[config.mk]
export PLATFORM = sky130hd
export DESIGN_NAME = spike_rate_encoder_flat
export DESIGN_NICKNAME = d
export VERILOG_FILES = /design/src/rtl/spike_rate_encoder_if.sv /design/src/rtl/spike_rate_encoder.sv /design/src/flat_wrapper.sv
export SDC_FILE = /design/constraint.sdc
export NUM_CORES = 1
export LEC_CHECK = 0
export BUFFER_PORTS_ARGS = -buffer_cell sky130_fd_sc_hd__buf_2
export CORE_UTILIZATION = 35
export CTS_BUF_LIST = sky130_fd_sc_hd__clkbuf_4 sky130_fd_sc_hd__clkbuf_8
export DETAILED_ROUTE_END_ITERATION = 8
export PLACE_DENSITY = 0.53
export SETUP_SLACK_MARGIN = 0.05
export SLEW_MARGIN = 20
export SYNTH_ARGS = -nofsm -noshare
export SYNTH_HDL_FRONTEND = slang
export SYNTH_SLANG_ARGS = --single-unit
[constraint.sdc]
create_clock -name clk -period 7.46 [get_ports clk]
set_input_delay 0.746 -clock clk [delete_from_list [all_inputs] [get_ports clk]]
set_output_delay 0.746 -clock clk [all_outputs]
set_load 0.1 [all_outputs]
[src/rtl/spike_rate_encoder_if.sv]
// Load/seed/start inputs and spike-vector outputs of the rate encoder.
interface spike_rate_encoder_if #(
    parameter int N_STAGES = 5,
    parameter int INPUTS   = 2 ** N_STAGES
);
    logic [7:0]          data_in;
    logic                load_valid;
    logic [N_STAGES-1:0] load_addr;
    logic                seed_load;
    logic                start;
    logic                ready;
    logic [INPUTS-1:0]   spikes;
    logic                spikes_valid;

    modport master (
        output data_in, load_valid, load_addr, seed_load, start,
        input  ready, spikes, spikes_valid
    );

    modport slave (
        input  data_in, load_valid, load_addr, seed_load, start,
        output ready, spikes, spikes_valid
    );
endinterface

[src/rtl/spike_rate_encoder.sv]
// Bernoulli rate encoder: one channel per cycle compared against a shared
// 16-bit Galois LFSR, producing a registered spike vector with a valid pulse.
module spike_rate_encoder #(
    parameter int          N_STAGES   = 5,
    parameter int          INPUTS     = 2 ** N_STAGES,
    parameter int          VALUE_BITS = 8,
    parameter logic [15:0] LFSR_SEED  = 16'hACE1
) (
    input logic                 clk,
    input logic                 reset,
    spike_rate_encoder_if.slave bus
);
    typedef enum logic {StIdle, StGen} state_e;

    localparam logic [15:0]         TapMask = 16'hB400;
    localparam logic [N_STAGES-1:0] LastCh  = N_STAGES'(INPUTS - 1);

    state_e                state_q, state_d;
    logic [N_STAGES-1:0]   ch_q, ch_d;
    logic [INPUTS-1:0]     acc_q, acc_d;
    logic [15:0]           lfsr_q, lfsr_d;
    logic [INPUTS-1:0]     spikes_q, spikes_d;
    logic                  spikes_valid_q, spikes_valid_d;
    logic [VALUE_BITS-1:0] intensity_q [INPUTS];

    logic        bit_now;
    logic [15:0] lfsr_step;

    // Compare uses the pre-step LFSR and the registered (old) intensity.
    assign bit_now   = intensity_q[ch_q] > lfsr_q[VALUE_BITS-1:0];
    assign lfsr_step = {1'b0, lfsr_q[15:1]} ^ (lfsr_q[0] ? TapMask : 16'h0000);

    assign bus.ready        = (state_q == StIdle);
    assign bus.spikes       = spikes_q;
    assign bus.spikes_valid = spikes_valid_q;

    // Intensity store: writable in any state, cleared by reset.
    always_ff @(posedge clk) begin
        if (reset) begin
            for (int i = 0; i < INPUTS; i++) begin
                intensity_q[i] <= '0;
            end
        end else if (bus.load_valid) begin
            intensity_q[bus.load_addr] <= bus.data_in;
        end
    end

    // Next-state: IDLE accepts seed/start, GEN evaluates one channel per cycle.
    always_comb begin
        state_d        = state_q;
        ch_d           = ch_q;
        acc_d          = acc_q;
        lfsr_d         = lfsr_q;
        spikes_d       = spikes_q;
        spikes_valid_d = 1'b0;
        unique case (state_q)
            StIdle: begin
                // Seed lands on the same edge as start, so GEN begins from it.
                if (bus.seed_load) begin
                    lfsr_d = {bus.data_in, ~bus.data_in};
                end
                if (bus.start) begin
                    state_d = StGen;
                    ch_d    = '0;
                end
            end
            StGen: begin
                acc_d[ch_q] = bit_now;
                lfsr_d      = lfsr_step;
                ch_d        = ch_q + N_STAGES'(1);
                if (ch_q == LastCh) begin
                    spikes_d       = acc_d;
                    spikes_valid_d = 1'b1;
                    acc_d          = '0;
                    state_d        = StIdle;
                end
            end
            default: state_d = StIdle;
        endcase
    end

    // State registers; reset discards any partially built vector.
    always_ff @(posedge clk) begin
        if (reset) begin
            state_q        <= StIdle;
            ch_q           <= '0;
            acc_q          <= '0;
            lfsr_q         <= LFSR_SEED;
            spikes_q       <= '0;
            spikes_valid_q <= 1'b0;
        end else begin
            state_q        <= state_d;
            ch_q           <= ch_d;
            acc_q          <= acc_d;
            lfsr_q         <= lfsr_d;
            spikes_q       <= spikes_d;
            spikes_valid_q <= spikes_valid_d;
        end
    end
endmodule

[src/flat_wrapper.sv]
// flat-port wrapper written by rule: the top's interface ports become plain ports
module spike_rate_encoder_flat 
#(
    parameter int          N_STAGES   = 5,
    parameter int          INPUTS     = 2 ** N_STAGES,
    parameter int          VALUE_BITS = 8,
    parameter logic [15:0] LFSR_SEED  = 16'hACE1
)
  (clk, reset, bus_data_in, bus_load_valid, bus_load_addr, bus_seed_load, bus_start, bus_ready, bus_spikes, bus_spikes_valid);
  spike_rate_encoder_if #(.N_STAGES(N_STAGES), .INPUTS(INPUTS)) bus_i ();
  input logic clk;
  input logic reset;
  input wire logic [$bits(bus_i.data_in)-1:0] bus_data_in;
  input wire logic [$bits(bus_i.load_valid)-1:0] bus_load_valid;
  input wire logic [$bits(bus_i.load_addr)-1:0] bus_load_addr;
  input wire logic [$bits(bus_i.seed_load)-1:0] bus_seed_load;
  input wire logic [$bits(bus_i.start)-1:0] bus_start;
  output wire logic [$bits(bus_i.ready)-1:0] bus_ready;
  output wire logic [$bits(bus_i.spikes)-1:0] bus_spikes;
  output wire logic [$bits(bus_i.spikes_valid)-1:0] bus_spikes_valid;
  assign bus_i.data_in = bus_data_in;
  assign bus_i.load_valid = bus_load_valid;
  assign bus_i.load_addr = bus_load_addr;
  assign bus_i.seed_load = bus_seed_load;
  assign bus_i.start = bus_start;
  assign bus_ready = bus_i.ready;
  assign bus_spikes = bus_i.spikes;
  assign bus_spikes_valid = bus_i.spikes_valid;
  spike_rate_encoder #(.N_STAGES(N_STAGES), .INPUTS(INPUTS), .VALUE_BITS(VALUE_BITS), .LFSR_SEED(LFSR_SEED)) u_core (.clk(clk), .reset(reset), .bus(bus_i));
endmodule
==> impl_metrics.yaml <==
floorplanning:
  fp.dieW_um: 218
  die_area_um2: 47600
  core_um2: 45700
  boundaryPins: 52
  die_y_um: 218
  initial_utilization_pct: 35.8
  row_count: 78
place:
  portBuffers: 51
  hpwl_mm: 26.8
  gp_congestion: 0.836
routing:
  antenna_left: 0
  wl_mm: 43.1
  avgRoutedWirePerCell_um: 21.5
  drt_iter0_drc: 760
  dr.pass1.iters: 5
  route.vias.total: 10600
  drc: 0
  vias_per_cell: 5.28
worst_setup_path:
  cp-start-kind: "register"
  crit_buf_inv: 2
  worst-setup-path-type: "reg2reg"
  crit_path_max_incr_delay_ps: 670
  path_cells: "buf_4 -> nor2_1 -> a22o_1 -> a2111oi_0 -> a31oi_1 -> and3_1 -> ha_1 -> nand4_1 -> or2_1 -> and3_1 -> a31oi_4 -> buf_16 -> o31ai_1"
  cp_max_fo: 37
  cp.required_ps: 8000
  cpLargestDelayFamily: "compound AO/OA/AOI/OAI gates"
  cp_common_cell: "and3_1"
  cp.arrival_ps: 5040
  crit_path_top_delay_cell: "a2111oi_0"
  r2r_cells: 13
  cp_num_cells: 13
  end_kind: "register"
clock_tree:
  cts_buffers: 59
  clock-root-buffer: "clkbuf_8"
  ctsResizeCount: 0
  clk_latency_ps: 680
  cts_tree: "done"
  cts_sinks: 348
  holdBufCountCts: 0
  post_cts_buffers: 0
  clockBufferDepth: 3
  htree_levels: 2
  path_clk_slew_ps: 60
sta:
  relSlewSlack_pct: 28.5
  holdWs_ps: 394
  setup_viol: 0
  skew_ps: 53.5
  tns_ps: 0
  hold_viol_final: 0
  rsz0062_at_grt: "false"
  slew_violations: 0
  layout_min_cycle_time_ps: 4500
  timing.fmax_mhz: 222
  worst_pin_slew_ps: 1070
  period_share_pct: 60.4
yosys:
  avgSynthCellArea_um2: 12.2
  yosys_warnings: 0
  synthesis.nets: 1376
  synthFlopType: "edfxtp_1"
  synthArstFlopShare_pct: 0
  ys_ff_latch: 348
  syn_area_um2: 16300
  synth_cell_type_count: 48
  synth_edf_count: 256
  netlist_instances: 1345
  seq_area_frac_synth_pct: 58.3
global_route:
  grt_pass1_wl_mm: 65.6
  grt_use_total_pct: 18.4
  grt_max_degree: 71
  antenna_found_initial: 0
  grt_pass1_vias: 10500
  overflow: 0
cells_and_area:
  final_cell_mix: "and2_1 (258), edfxtp_1 (256), dfxtp_1 (90)"
  nFillCells: 4377
  finalNetCount: 1395
  syn2layout_area_growth_pct: 11.2
  finish.utilization_pct: 39.8
  final_common_cell: "and2_1"
  drive_gt1_share_pct: 17.0
flow_run:
  maxCapViolations: 0
pwr:
  power_uw: 4260
  power.leakage_uw: 0.00614
  power_density_nw_per_um2: 234
  peakVddDrop_v: 0.000158
run_status:
  status: "finished, final reports clean"
min_path:
  min_path_type: "in2reg"
  whs_path_depth: 2
==> per-layer routing <==
layer	GRT usage, %	routed length (um)	vias up
li1	-	-	4990
met1	26.5	20700	5263
met2	27.8	19300	277
met3	3.72	2320	62
met4	4.97	824	0
met5	0	0	-
==> worst reg2reg max path: cells and delay by family (launching register included) <==
kind / cells / cell delay (ps)
flops: 1 / 310
compound gates: 5 / 1710
fa+ha+maj: 1 / 270
simple gates: 5 / 1330
buf+inv: 2 / 800
==> synthesized netlist by cell type, types with 9 or more instances <==
| cell type | number | area share, % |
|---|---|---|
| a32oi_1 | 32 | 1.7 |
| a21oi_1 | 41 | 1.3 |
| ha_1 | 13 | 1.0 |
| buf_2 | 23 | 0.70 |
| nor2_1 | 64 | 1.5 |
| edfxtp_1 | 256 | 47 |
| a211oi_1 | 12 | 0.55 |
| nand3_1 | 27 | 0.83 |
| nor2b_1 | 33 | 1.3 |
| o21ai_0 | 45 | 1.4 |
| mux4_2 | 32 | 4.4 |
| mux2i_1 | 61 | 3.7 |
| dfxtp_1 | 92 | 11 |
| nand2_1 | 44 | 1.0 |
| a22oi_1 | 24 | 1.1 |
| clkbuf_1 | 55 | 1.3 |
| o31ai_1 | 64 | 2.9 |
| inv_1 | 13 | 0.30 |
| or2_2 | 35 | 1.3 |
| nand3b_1 | 20 | 0.92 |
| nand2b_1 | 9 | 0.34 |
| and2_1 | 258 | 9.9 |
| buf_4 | 10 | 0.46 |
==> registers in the layout, indices dropped and copies added (netlist names), named ones only <==
register	count
u_core.state_q	1
u_core.intensity_q	256
u_core.acc_q	32
u_core.bus.spikes_valid	1
u_core.lfsr_q	16
u_core.bus.spikes	32
u_core.ch_q	5
==> path summary, 6_finish.rpt <==
check                                          start              endpoint  slack [ps]
worst max-delay path                        register      u_core.acc_q[10]        2960
worst min-delay path                       bus_start        u_core.state_q         390
worst max register to register              register      u_core.acc_q[10]        2960
worst min register to register  u_core.bus.spikes[2]  u_core.bus.spikes[2]         460
==> final cells by class <==
cell class | count | area, um2 | area share (%)
clock inverter | 24 | 203 | 1.12
tap | 600 | 751 | 4.13
timing repair buffer | 64 | 375 | 2.06
inverter | 13 | 48.8 | 0.268
clock buffer | 79 | 1020 | 5.60
sequential | 348 | 9530 | 52.4
multi-input combinational | 878 | 6250 | 34.4
antenna | 1 | 2.50 | 0.0138
==> report_power, final <==
group | internal (uW) | leakage (uW) | switching, uW
combinational | 81.6 | 0.00231 | 183
clock | 989 | 0.000644 | 807
sequential | 2160 | 0.00318 | 37.0
total | 3230 | 0.00614 | 1030
==> logic make-up (layout without fill, tap and decap cells) <==
kind of cell / Yosys count / count (layout) / synth area share, %
buffers and inverters: 119 / 180 / 3.53
xor gates and xnor gates: 5 / 5 / 0.268
and+or+nand+nor: 516 / 516 / 18.2
muxes: 93 / 93 / 8.15
other: 0 / 1 / 0
AOI/OAI and AO/OA: 251 / 251 / 10.6
DFF: 348 / 348 / 58.3
adders and majority gates: 13 / 13 / 0.995
==> stage by stage <==
| stage | cells | setup slack [ps] | area [um2] |
|---|---|---|---|
| 2_1_floorplan | 1345 | 4540 | 16300 |
| 5_1_grt | 2006 | 2660 | 18200 |
| 3_3_place_gp | 1902 | 2770 | 16900 |
| 3_5_place_dp | 1902 | 2700 | 16900 |
| 4_1_cts | 2005 | 2730 | 18100 |
| 6_report | 2007 | 2960 | 18200 |
Note: power is estimated with default switching activity, not from simulation.
